[src/rtl/stdp_synapse_array.sv]
// -----------------------------------------------------------------------------
// stdp_synapse_array
//
// Plastic synapse stage between the presynaptic LIF neurons and the
// postsynaptic LIF neuron. Holds one 8-bit weight per presynaptic input and
// drives the post neuron with the saturating sum of the weights whose inputs
// spiked in the previous cycle. Weights learn online with a pair-based STDP
// rule: pre-before-post potentiates, post-before-pre depresses.
//
// Ports
//   clk          : clock, all logic on the rising edge
//   rst          : synchronous reset, active-high, highest priority
//   pre_spike    : presynaptic spikes, bit i = synapse i (1-cycle pulses)
//   post_spike   : postsynaptic spike (1-cycle pulse)
//   learn_en     : 1 = weight updates allowed, 0 = weights frozen
//   current_out  : registered saturating weighted spike sum
//   weights_flat : current weights, weight i at [8i+7:8i]
//   update_flag  : 1-cycle pulse when at least one weight changed value
//
// Optional build macro
//   STDP_WEIGHT_DECAY_EN : adds a 6-bit free-running counter; every 64 cycles
//                          each weight not hit by STDP steps 1 toward W_INIT.
// -----------------------------------------------------------------------------
module stdp_synapse_array #(
    parameter int N_SYN     = 5,
    parameter int W_INIT    = 64,
    parameter int W_MAX     = 255,
    parameter int W_MIN     = 0,
    parameter int TRACE_MAX = 15,
    parameter int DEP_SHIFT = 1
) (
    input  logic               clk,
    input  logic               rst,
    input  logic [N_SYN-1:0]   pre_spike,
    input  logic               post_spike,
    input  logic               learn_en,
    output logic [7:0]         current_out,
    output logic [8*N_SYN-1:0] weights_flat,
    output logic               update_flag
);

    localparam int         SUM_W = 8 + $clog2(N_SYN);
    localparam logic [3:0] TMAX  = 4'(TRACE_MAX);
    localparam logic [7:0] WINIT = 8'(W_INIT);
    localparam logic [7:0] WMAX  = 8'(W_MAX);
    localparam logic [7:0] WMIN  = 8'(W_MIN);

    logic [7:0]       w_q       [N_SYN];
    logic [7:0]       w_next    [N_SYN];
    logic [3:0]       t_pre_q   [N_SYN];
    logic [N_SYN-1:0] pre_seen_q;
    logic [3:0]       t_post_q;
    logic             post_seen_q;
    logic [7:0]       current_q;
    logic [7:0]       current_next;
    logic             flag_q;
    logic             changed;
    logic [SUM_W-1:0] spike_sum;
    logic [3:0]       dep_mag;

`ifdef STDP_WEIGHT_DECAY_EN
    logic [5:0] decay_cnt_q;
    logic       decay_tick;

    // The tick marks the cycle in which the counter wraps 63 -> 0.
    assign decay_tick = (decay_cnt_q == 6'd63);

    always_ff @(posedge clk) begin
        if (rst) begin
            decay_cnt_q <= 6'd0;
        end else begin
            decay_cnt_q <= decay_cnt_q + 6'd1;
        end
    end
`endif

    // Depression magnitude depends only on the shared post timer.
    assign dep_mag = (TMAX - t_post_q) >> DEP_SHIFT;

    always_comb begin
        logic [3:0]        gain;
        logic [8:0]        pot_sum;
        logic signed [8:0] dep_diff;
        logic              pot;
        logic              dep;

        changed   = 1'b0;
        spike_sum = '0;
        gain      = 4'd0;
        pot_sum   = 9'd0;
        dep_diff  = 9'sd0;
        pot       = 1'b0;
        dep       = 1'b0;

        for (int i = 0; i < N_SYN; i++) begin
            w_next[i] = w_q[i];

            // pot and dep are mutually exclusive: they need opposite
            // pre_spike[i] values. A same-cycle pre/post pair triggers neither.
            pot = post_spike & learn_en & pre_seen_q[i] & ~pre_spike[i];
            dep = pre_spike[i] & learn_en & post_seen_q & ~post_spike;

            gain     = TMAX - t_pre_q[i];
            pot_sum  = {1'b0, w_q[i]} + {5'b0, gain};
            dep_diff = $signed({1'b0, w_q[i]}) - $signed({5'b0, dep_mag});

            if (pot) begin
                w_next[i] = (pot_sum > {1'b0, WMAX}) ? WMAX : pot_sum[7:0];
            end else if (dep) begin
                w_next[i] = (dep_diff < $signed({1'b0, WMIN})) ? WMIN : dep_diff[7:0];
            end
`ifdef STDP_WEIGHT_DECAY_EN
            else if (decay_tick && learn_en) begin
                if (w_q[i] < WINIT) begin
                    w_next[i] = w_q[i] + 8'd1;
                end else if (w_q[i] > WINIT) begin
                    w_next[i] = w_q[i] - 8'd1;
                end
            end
`endif

            if (w_next[i] != w_q[i]) begin
                changed = 1'b1;
            end

            // Current uses the pre-update weight of this cycle.
            if (pre_spike[i]) begin
                spike_sum = spike_sum + {{(SUM_W-8){1'b0}}, w_q[i]};
            end
        end

        current_next = (spike_sum > {{(SUM_W-8){1'b0}}, 8'hFF}) ? 8'hFF : spike_sum[7:0];
    end

    always_ff @(posedge clk) begin
        if (rst) begin
            for (int i = 0; i < N_SYN; i++) begin
                w_q[i]     <= WINIT;
                t_pre_q[i] <= TMAX;
            end
            pre_seen_q  <= '0;
            t_post_q    <= TMAX;
            post_seen_q <= 1'b0;
            current_q   <= 8'd0;
            flag_q      <= 1'b0;
        end else begin
            for (int i = 0; i < N_SYN; i++) begin
                w_q[i] <= w_next[i];
                if (pre_spike[i]) begin
                    t_pre_q[i]    <= 4'd0;
                    pre_seen_q[i] <= 1'b1;
                end else if (t_pre_q[i] != TMAX) begin
                    t_pre_q[i]    <= t_pre_q[i] + 4'd1;
                    pre_seen_q[i] <= ((t_pre_q[i] + 4'd1) != TMAX);
                end
            end

            if (post_spike) begin
                t_post_q    <= 4'd0;
                post_seen_q <= 1'b1;
            end else if (t_post_q != TMAX) begin
                t_post_q    <= t_post_q + 4'd1;
                post_seen_q <= ((t_post_q + 4'd1) != TMAX);
            end

            current_q <= current_next;
            flag_q    <= changed;
        end
    end

    for (genvar g = 0; g < N_SYN; g++) begin : g_flat
        assign weights_flat[8*g +: 8] = w_q[g];
    end

    assign current_out = current_q;
    assign update_flag = flag_q;

endmodule

[config.mk]
export PLATFORM = sky130hd
export DESIGN_NAME = stdp_synapse_array
export DESIGN_NICKNAME = d
export VERILOG_FILES = /design/src/rtl/stdp_synapse_array.sv
export SDC_FILE = /design/constraint.sdc
export NUM_CORES = 1
export LEC_CHECK = 0
export CELL_PAD_IN_SITES_DETAIL_PLACEMENT = 1
export CELL_PAD_IN_SITES_GLOBAL_PLACEMENT = 1
export CORE_ASPECT_RATIO = 1.75
export CORE_MARGIN = 5
export CORE_UTILIZATION = 45
export DETAILED_ROUTE_END_ITERATION = 16
export DONT_BUFFER_PORTS = 1
export PLACE_DENSITY_LB_ADDON = 0.15
export SETUP_SLACK_MARGIN = 0.3
export SLEW_MARGIN = 5
export SYNTH_ARGS = -nofsm -noshare
export SYNTH_HDL_FRONTEND = slang
export SYNTH_SLANG_ARGS = --single-unit
export TNS_END_PERCENT = 20
[constraint.sdc]
create_clock -name clk -period 6.3 [get_ports clk]
set_input_delay 1.26 -clock clk [delete_from_list [all_inputs] [get_ports clk]]
set_output_delay 1.26 -clock clk [all_outputs]
set_load 0.01 [all_outputs]
# [Word-level counts from Yosys, hierarchy flattened]
# Memory sizes are Yosys's and may differ from the RTL's.
# Index checks and enable logic that the tools add are counted.
[word_totals] ff_bits=19 mem_bits_rw=60 out_inout_bits=49 mem_count=2
[op_classes] n_addsub=26 order_cmp=11 n_eq_ne=17 n_mux=98 n_bitwise=47 n_reduce_logical=6
[mem_list] name="w_q" depth=5 word_bits=8 rd=5 rd_clocked_by_memory_dff=0 wr=5 line_no="48" source="logic [7:0] w_q [N_SYN];"
[mem_list] name="t_pre_q" depth=5 word_bits=4 rd=5 rd_clocked_by_memory_dff=0 wr=5 line_no="50" source="logic [3:0] t_pre_q [N_SYN];"
[op_table] operator="$mux W8" count=27
[op_table] operator="$mux W1" count=55
[op_table] operator="$mux W4" count=12
[op_table] operator="$ne A4 B4 Y1 const B" count=12
[op_table] operator="$add A8 B4 Y9" count=5
[op_table] operator="$gt A9 B8 Y1 const B" count=5
[op_table] operator="$lt A9 B1 Y1 const B" count=5
[op_table] operator="$sub A8 B3 Y9" count=5
[op_table] operator="$add A11 B8 Y11" count=4
[op_table] operator="$mux W11" count=4
[op_table] operator="$ne A8 B8 Y1" count=5
[op_table] operator="$and A1 B1 Y1" count=26
[op_table] operator="$add A4 B1 Y4 const B" count=6
[op_table] operator="$sub A4 B4 Y4 const A" count=6
[op_table] operator="$or A1 B1 Y1" count=15
[op_table] operator="$reduce_bool A2 Y1" count=6
[op_table] operator="$gt A11 B8 Y1 const B" count=1
[op_table] operator="$not A1 Y1" count=6

# [Longest topological paths before layout]
[depth] depth_word=12 ltp_mapped=32 mapped_depth_nobuf=30

# [Worst setup path after synthesis]
# OpenSTA, ideal clock, no wires.
[synth_timing] path_kind="input to register" start="input pre_spike[0]" end="register current_q[6] (netlist: current_out[6])" arrival_ps=6455 required_time_ps=6166 slack_ps=-289 cell_stages=28 n_path_buf=2 path_cell_list="buf_2 > clkbuf_1 > nand2_1 > fa_1 > nand2b_1 > a21oi_1 > a21oi_1 > o31ai_1 > ha_1 > o21a_1 > o31a_1 > o21a_1 > nor2_1 > xnor2_1 > mux2_2 > ha_1 > o21a_1 > o31ai_1 > a21boi_0 > mux2i_1 > inv_1 > ha_1 > o41a_1 > a211o_1 > nor3_1 > a221oi_1 > nand3_1 > o311ai_1"
[synth_between] elab_chain_len=11
[synth_rtl] element="start: declaration" line_no="34" source="input logic [N_SYN-1:0] pre_spike,"
[synth_rtl] element="$mux W8 *" line_no="127" source="if (pre_spike[i]) begin"
[synth_rtl] element="$add A11 B8 Y11" line_no="128" source="spike_sum = spike_sum + {{(SUM_W-8){1'b0}}, w_q[i]};"
[synth_rtl] element="$mux W11 *" line_no="127"
[synth_rtl] element="$add A11 B8 Y11" line_no="128"
[synth_rtl] element="$mux W11 *" line_no="127"
[synth_rtl] element="$add A11 B8 Y11" line_no="128"
[synth_rtl] element="$mux W11 *" line_no="127"
[synth_rtl] element="$add A11 B8 Y11" line_no="128"
[synth_rtl] element="$mux W11 *" line_no="127"
[synth_rtl] element="$gt A11 B8 Y1" line_no="132" source="current_next = (spike_sum > {{(SUM_W-8){1'b0}}, 8'hFF}) ? 8'hFF : spike_sum[7:0];"
[synth_rtl] element="$mux W8 *" line_no="132"
[synth_rtl] element="end signal: assignment" line_no="166" source="current_q <= current_next;"
[synth_rtl] element="end: declaration" line_no="54" source="logic [7:0] current_q;"
# Every way passes the cells marked *; elsewhere a longest branch is shown, timed or not.
# A chain may end at the register's enable or synchronous reset.

# [Final worst setup path]
# Same ends and word-level chain as after synthesis.

==> results.txt <==
Outcome: finished clean
Net Count, Synth: 1158
CP max-delay cell: fa_2
Reg2reg setup slack: 540 ps
Psw: 662 uW
Area Growth Syn to Fin: 13.2%
Hold crit path type: reg2reg
Max capacitance violation total: 0
Clock Path Buffers: 2
Fmax: 165 MHz
RSZ-0062 raised after global routing: yes
Worst Path Max Fanout: 21
Vias/cell: 6.37
Ant. Diodes: 0
Die height: 190 um
WP data arrival: 6320 ps
Hold buffers post-CTS: 0
Combinational share of power: 33.4%
First-pass GRT wire length: 47700 um
Mapped Area: 0.00833 mm^2
Synth cell types: 75
Clk sinks: 79
Vias post-DR: 8314
Lkg Pwr: 0.00383 uW
Async set-reset flop share out of synthesis: 0%
Core area: 0.0184 mm^2
Final min period: 6050 ps
Post-route ant nets: 0
Post-DP Area: 0.00882 mm^2
Full die area: 0.0214 mm^2
Syn Inst Count: 1056
Switching part of the total: 35.2%
CP dominant cell by count: ha_4
CP Capture Type: flip-flop
Iter 0 DRT Violations: 459
Cell-internal power: 1220 uW
Vias in the first global route: 8692
Chip width: 113 um
Final Hold Viols: 0
Clk Latency, worst-skew pair: 360 ps
Port buffer count: 0
Slew margin rel.: 36.1%
Slowest stage delay, CP: 360 ps
Worst setup SP type: input pin
Synth Warn #: 0
Final Skew: 7.38 ps
GPL Wtd Cong: 0.932
Share of power burned in registers: 35.0%
Post-synth top cells: 101 x nor2_1, 83 x o21ai_0, 82 x nand2_1
Clock share of power: 31.6%
Fillers: 2232
Synth top area cells: dfxtp_1 14%, ha_1 12%, edfxtp_1 7.2%
Ports: 58
Cell row count: 66
Detailed Routing Iterations Pass 1: 4
DP Wirelength: 23800 um
Reg area: 0.00178 mm^2
CTS Buf Count: 9
Synth top area share: 14.2%
Initial Util: 45.2%
Post-synthesis sequential area ratio: 21.4%
Synthesized flop and latch total: 79
Number of synthesized flops with an enable pin: 20
Most frequent cell after synthesis: nor2_1
VDD IR max: 0.000109 V
Remaining DRCs: 0
Worst hold margin: 520 ps
Tot GR Track Use: 28.2%
Family with the most delay on the worst path: compound AO/OA/AOI/OAI gates
Slew Viols, Final: 0
CTS Root Cell: clkbuf_16
Worst Path Buf+Inv: 4
Drt total wl: 30200 um
Largest area contributor in the netlist: dfxtp_1
Nets: 1165
Tcrit/Tclk final: 96.0%
H-tree levels: 3
CTS clk-pin slew, worst paths: 60 ps
Final setup fails: 0
Pin count of the biggest net entering global routing: 55
CP required: 6570 ps
Multi-input logic area: 0.00644 mm^2
Mean routed wirelength per cell: 23.2 um
Grt ovf: 0
Design area: 0.00943 mm^2
CTS tree: done
Power Dens Cells: 200 mW/mm^2
Ratio of cells with drive above 1 in the final layout: 12.9%
Initial antenna violation count: 0
Least-Margin Pin Slew: 955 ps
Ys flop type: dfxtp_1
Syn avg cell area: 7.89 um^2
Critical path class: in2reg
## kinds of logic after synthesis
| group | Yosys count | share of synthesized area, % |
|---|---|---|
| flops | 79 | 21.4 |
| simple gates | 392 | 25.0 |
| compound gates | 290 | 22.9 |
| fa+ha+maj | 93 | 15.2 |
| buf+inv | 112 | 5.56 |
| mux | 19 | 2.40 |
| xor+xnor | 71 | 7.46 |
## cell usage in the layout (no fill, tap or decap), drive strengths merged, types with 14 or more instances in the layout
cell,instances
nor3,38
a211oi,20
o21ai,83
inv,60
a21oi,59
fa,14
nand2b,20
dfxtp,59
buf,47
xnor2,50
edfxtp,20
nor2,101
ha,79
xor2,21
nand2,82
nand3,38
## per-stage QoR
stage / utilization (%) / total power (uW) / setup slack, ps / TNS (ps) / std cells
2_1_floorplan: - / 1080 / 99.7 / 0 / 1056
3_3_place_gp: 47.9 / 1240 / -41.3 / -211 / 1282
3_5_place_dp: 47.9 / 1260 / -288 / -2130 / 1282
4_1_cts: 50.2 / 1870 / 222 / 0 / 1303
5_1_grt: 51.2 / 1990 / -11.9 / -29.2 / 1306
6_report: 51.2 / 1880 / 251 / 0 / 1306
## layout make-up
class	instances	area share [%]
well taps	238	3.16
inverters	61	2.43
repair buffers	47	3.82
flip-flops and latches	79	18.9
clock inverters	3	0.690
clock buffers	13	2.76
multi-input cells	865	68.3
## final timing paths
kind	from	to	cells after the start
worst max-delay path	pre_spike[0]	current_out[6]	32
worst max register to register	w_q[0][0]	current_out[6]	32
worst min-delay path	pre_seen_q[1]	pre_seen_q[1]	2
worst min register to register	pre_seen_q[1]	pre_seen_q[1]	2
## repair_timing
action	CTS	global route
pin swaps	23	25
resized for setup	14	34
endpoints found under the setup margin	8	8
setup buffers	5	3
## worst reg2reg max path: cells and delay by family, from the launching register on
kind	cells	cell delay (ps)
AND/OR/NAND/NOR	8	1060
XOR/XNOR	1	100
flip-flops	1	520
buffers and inverters	4	470
adder cells (fa/ha/maj)	5	1260
AO/OA/AOI/OAI	13	2170
multiplexers	1	100
## registers in the layout (all words and copies together) (netlist names)
name and count:
t_pre_q 20, t_post_q 4, current_out 8, update_flag 1
pre_seen_q 5, post_seen_q 1, w_q 40
## per-layer routing
| layer | global-route usage [%] | vias up | share of wire (%) |
|---|---|---|---|
| met2 | 53.7 | 179 | 54 |
| met1 | 28.7 | 4165 | 36 |
| met5 | 0 | - | 0 |
| met3 | 4.04 | 83 | 3.6 |
| li1 | - | 3887 | - |
| met4 | 16.3 | 0 | 5.8 |
## power by group through the flow
stage	logic (uW)	clock network [uW]	registers (uW)
CTS	606	605	660
global placement	568	0	669
detailed placement	585	0	670
global route	695	630	667
finish	629	595	659
floorplan	453	0	629
Power figures use the tool's default switching activity.
